### config.mk
export PLATFORM = sky130hd
export DESIGN_NAME = v_shift_deserializer
export DESIGN_NICKNAME = d
export VERILOG_FILES = /design/src/rtl/v_shift_deserializer_pkg.sv /design/src/rtl/v_shift_deser_ctrl.sv /design/src/rtl/v_shift_deserializer.sv
export SDC_FILE = /design/constraint.sdc
export NUM_CORES = 1
export LEC_CHECK = 0
export CAP_MARGIN = 20
export CORE_ASPECT_RATIO = 0.5
export CORE_MARGIN = 5
export CORE_UTILIZATION = 25
export DETAILED_ROUTE_END_ITERATION = 8
export PLACE_DENSITY = 0.54
export SKIP_LAST_GASP = 1
export SYNTH_ARGS = -nofsm -noshare
export SYNTH_HDL_FRONTEND = slang
export SYNTH_SLANG_ARGS = --single-unit
### constraint.sdc
create_clock -name C -period 4.4 [get_ports C]
set_input_delay 1.1 -clock C [delete_from_list [all_inputs] [get_ports C]]
set_output_delay 1.1 -clock C [all_outputs]
set_load 0.005 [all_outputs]
### src/rtl/v_shift_deserializer_pkg.sv
`default_nettype none
// ============================================================================
// v_shift_deserializer_pkg : state encoding and counter sizing helper
// Revision 1.0
// ============================================================================
package v_shift_deserializer_pkg;

  typedef enum logic [0:0] {
    ST_IDLE  = 1'b0,
    ST_SHIFT = 1'b1
  } state_t;

  // Bits needed to hold a count in 0..value-1.
  function automatic int clog2(input int value);
    int r;
    r = 0;
    while ((1 << r) < value) r++;
    return r;
  endfunction

endpackage : v_shift_deserializer_pkg
`default_nettype wire

### src/rtl/v_shift_deser_ctrl.sv
`default_nettype none
// ============================================================================
// v_shift_deser_ctrl : frame state machine and bit counter
// Revision 1.0
// ============================================================================
module v_shift_deser_ctrl
  import v_shift_deserializer_pkg::*;
#(
  parameter int WIDTH = 8
) (
  input  logic clk,
  input  logic rst_n,
  input  logic i_se,
  input  logic i_sof,
  output logic o_load,
  output logic o_shift,
  output logic o_complete,
  output logic o_ferr_set
);

  localparam int CW = clog2(WIDTH);

  state_t          r_state, w_state_nxt;
  logic [CW-1:0]   r_cnt, w_cnt_nxt;
  logic            w_last;

  assign w_last = (r_cnt == CW'(WIDTH - 1));

  always_ff @(posedge clk or negedge rst_n) begin
    if (!rst_n) begin
      r_state <= ST_IDLE;
      r_cnt   <= '0;
    end else begin
      r_state <= w_state_nxt;
      r_cnt   <= w_cnt_nxt;
    end
  end

  always_comb begin
    w_state_nxt = r_state;
    w_cnt_nxt   = r_cnt;
    o_load      = 1'b0;
    o_shift     = 1'b0;
    o_complete  = 1'b0;
    o_ferr_set  = 1'b0;
    if (i_se) begin
      if (i_sof) begin
        // SOF always restarts; only a partially filled word is a framing error
        o_load      = 1'b1;
        w_state_nxt = ST_SHIFT;
        w_cnt_nxt   = CW'(1);
        o_ferr_set  = (r_state == ST_SHIFT) && (r_cnt != '0);
      end else if (r_state == ST_SHIFT) begin
        o_shift = 1'b1;
        if (w_last) begin
          o_complete = 1'b1;
          w_cnt_nxt  = '0;
        end else begin
          w_cnt_nxt  = r_cnt + CW'(1);
        end
      end
    end
  end

endmodule : v_shift_deser_ctrl
`default_nettype wire

### src/rtl/v_shift_deserializer.sv
`default_nettype none
// ============================================================================
// v_shift_deserializer : MSB-first serial-to-parallel with holding register,
//                        ready handshake and sticky overrun/framing flags
// Revision 1.0
// ============================================================================
module v_shift_deserializer
  import v_shift_deserializer_pkg::*;
#(
  parameter int WIDTH = 8
) (
  input  logic             C,
  input  logic             CLR_N,
  input  logic             SI,
  input  logic             SE,
  input  logic             SOF,
  output logic [WIDTH-1:0] DO,
  output logic             DV,
  input  logic             DR,
  output logic             OVF,
  output logic             FERR,
  input  logic             ERR_CLR
);

  // The MSB is never kept: a full word always leaves via w_word on the last edge.
  logic [WIDTH-2:0] r_sr;
  logic [WIDTH-1:0] r_do;
  logic             r_dv;
  logic             r_ovf;
  logic             r_ferr;
  logic [WIDTH-1:0] w_word;
  logic             w_load;
  logic             w_shift;
  logic             w_complete;
  logic             w_ferr_set;
  logic             w_ovf_set;

  v_shift_deser_ctrl #(
    .WIDTH (WIDTH)
  ) u_ctrl (
    .clk        (C),
    .rst_n      (CLR_N),
    .i_se       (SE),
    .i_sof      (SOF),
    .o_load     (w_load),
    .o_shift    (w_shift),
    .o_complete (w_complete),
    .o_ferr_set (w_ferr_set)
  );

  assign w_word    = {r_sr, SI};
  assign w_ovf_set = w_complete && r_dv && !DR;

  always_ff @(posedge C or negedge CLR_N) begin
    if (!CLR_N) begin
      r_sr   <= '0;
      r_do   <= '0;
      r_dv   <= 1'b0;
      r_ovf  <= 1'b0;
      r_ferr <= 1'b0;
    end else begin
      if (w_load) begin
        r_sr    <= '0;
        r_sr[0] <= SI;
      end else if (w_shift) begin
        r_sr <= w_word[WIDTH-2:0];
      end

      if (w_complete && (!r_dv || DR)) begin
        r_do <= w_word;
        r_dv <= 1'b1;
      end else if (r_dv && DR && !w_complete) begin
        r_dv <= 1'b0;
      end

      if (w_ovf_set)    r_ovf <= 1'b1;
      else if (ERR_CLR) r_ovf <= 1'b0;

      if (w_ferr_set)   r_ferr <= 1'b1;
      else if (ERR_CLR) r_ferr <= 1'b0;
    end
  end

  assign DO   = r_do;
  assign DV   = r_dv;
  assign OVF  = r_ovf;
  assign FERR = r_ferr;

endmodule : v_shift_deserializer
`default_nettype wire

==> flow_summary.json <==
{
  "power.net_switching_uw": 99.3,
  "critPathKind": "in2reg",
  "antenna_left": 0,
  "root_buffer": "clkbuf_8",
  "grt_max_degree": 23,
  "p_int_uw": 374,
  "drtPass1Iterations": 4,
  "drc": 0,
  "async_flop_share_pct": 100,
  "cp-end-kind": "flop",
  "worst_path_max_delay_cell": "clkdlybuf4s50_1",
  "rsz0062_at_grt": "no",
  "hold_viol": 0,
  "synthTopCellsByArea": "dfrtp_1, mux2_4, a2bb2oi_1",
  "slew_viol_final": 0,
  "max_slew_margin_pct": 60.3,
  "final_util_pct": 33.3,
  "synthesis.area_um2": 1010,
  "ys_seq_area_share_pct": 54.5,
  "synth_cell_types": 22,
  "drv_cap": 0,
  "crit_path_max_fanout": 12,
  "tns_ns": 0,
  "gp_congestion": 0.693,
  "status": "complete, no violations",
  "grt_pass1_vias": 599,
  "p_sw_share_pct": 21.0,
  "cp.required_ns": 4.55,
  "yosysTopAreaCell": "dfrtp_1",
  "clockPowerShare_pct": 39.5,
  "numCtsBuffers": 3,
  "fmax_mhz": 363,
  "irDropWorstVdd_mv": 0.101,
  "crit_path_start_kind": "input pin",
  "vias": 627,
  "die_height_um": 55.0,
  "wl_per_cell_um": 11.8,
  "grt.total_usage_pct": 6.90,
  "hpwl_um": 1240,
  "areaGrowthSynthToFinish_pct": 28.6,
  "hold_buffers": 0,
  "yosysMostFrequentCell": "dfrtp_1",
  "seqPwrFrac_pct": 47.9,
  "fp-row-count": 16,
  "synth_top_cell_area_share_pct": 54.5,
  "critPathMaxStageDelay_ns": 0.77,
  "grt_overflow": 0,
  "wl_um": 1780,
  "port_buffers": 17,
  "skew_ns": 0.00635,
  "clk_pin_slew_ns": 0.08,
  "start_util_pct": 25.9,
  "ys_warn_count": 0,
  "p_comb_share_pct": 12.6,
  "cts_setup_buffers": 0,
  "clk-insertion-delay-late_ns": 0.26,
  "syn_nets": 89,
  "leakage_nw": 0.562,
  "setup_violations": 0,
  "worstPathCellList": "clkdlybuf4s50_1 -> nand4b_4 -> nor2b_2 -> mux2_4",
  "arrival_ns": 2.91,
  "die_x_um": 99.9,
  "avgSynthCellArea_um2": 12.8,
  "hp-class": "reg2reg",
  "finalCritPeriodShare_pct": 62.7,
  "drive_above_1_share_pct": 17.7,
  "layout.nets": 107,
  "critPathTopFamily": "buffers and inverters",
  "via_per_inst": 4.18,
  "diodes": 0,
  "hold_ws_ns": 0.515,
  "grt_pass1_wl_um": 2900,
  "core_um2": 3900,
  "synth_cells": 79,
  "cts_tree": "built",
  "ys_seq_elements": 22,
  "powerDensity_nw_per_um2": 364,
  "worst_pin_slew_ns": 0.593,
  "ys.flop_type": "dfrtp_1",
  "ctsLongestPathBuffers": 2,
  "cts_resized": 0,
  "cts_max_level": 1,
  "synthTopCellsByCount": "dfrtp_1, inv_1, mux2_4, o22ai_1, a2bb2oi_1",
  "clkSinkCount": 22,
  "grt_antenna_before_repair": 0,
  "drt_iter0_drc": 41,
  "dieArea_um2": 5490,
  "synth_edf_count": 0,
  "fin_crit_ns": 2.76,
  "ioPinCount": 18,
  "cp.buffers_inverters": 1
}
-- placed cells by master, fill, tap and decap left out, types with 2 or more instances in the layout --
master            n
a22o_1            2
dfrtp_1          22
clkdlybuf4s50_1  17
clkbuf_8          3
ha_1              3
mux2_4            8
o21ai_0           3
a2bb2oi_1         6
inv_1            11
o22ai_1           8
nand2_1           2
-- cell families (layout without fill, tap and decap cells) --
kind of cell | count (synthesis) | count (layout) | synth area share [%]
adders and majority gates | 3 | 3 | 3.71
and+or+nand+nor | 8 | 8 | 6.31
DFF | 22 | 22 | 54.5
AOI/OAI and AO/OA | 21 | 21 | 15.0
muxes | 9 | 9 | 13.0
buffers and inverters | 16 | 33 | 7.55
-- area by class of cell --
type                    instances  area (µm²)
clock buffers                   3        41.3
clock inverters                 1        30.0
fillers                       381        2600
inverters                      11        41.3
multi-input cells              41         384
flip-flops and latches         22         551
well taps                      54        67.6
repair buffers                 18         185
-- per-stage QoR --
step	instances	worst slack [ns]	power, mW	area, µm²
floorplan	79	2.45	0.261	1010
global placement	145	1.38	0.289	1210
detailed placement	145	1.35	0.289	1210
CTS	149	1.62	0.478	1280
global route	150	1.55	0.497	1300
finish	150	1.64	0.473	1300
-- flip-flops by register name, summed over array words and instances, names as in the netlist --
signal	count
FERR	1
OVF	1
DO	8
DV	1
r_sr	7
u_ctrl.r_cnt	3
u_ctrl.r_state	1
-- per-layer routing --
layer / share of wire [%] / vias to the layer above / GRT usage [%]
met3: 4.6 / 2 / 2.50
li1: - / 309 / -
met5: 0 / - / 0
met4: 1.1 / 0 / 2.04
met2: 46 / 11 / 12.0
met1: 49 / 305 / 8.21
-- power groups by stage --
stage               logic (mW)  registers, mW  clock network (mW)
floorplan               0.0315          0.229                   0
global placement        0.0582          0.231                   0
detailed placement      0.0587          0.231                   0
CTS                     0.0594          0.227               0.192
global route            0.0662          0.229               0.203
finish                  0.0596          0.227               0.187
-- final timing paths --
kind	end	depth (start not counted)	start	slack (ns)
min reg2reg	DO[7]	1	DO[7]	0.52
max in group asynchronous	u_ctrl.r_cnt[0]	2	CLR_N	2.88
max	DO[1]	4	SE	1.64
min in group asynchronous	DO[0]	1	CLR_N	1.10
max reg2reg	DO[1]	5	u_ctrl.r_cnt[0]	2.53
min	DO[7]	1	DO[7]	0.52
(Power assumes the default switching activity.)
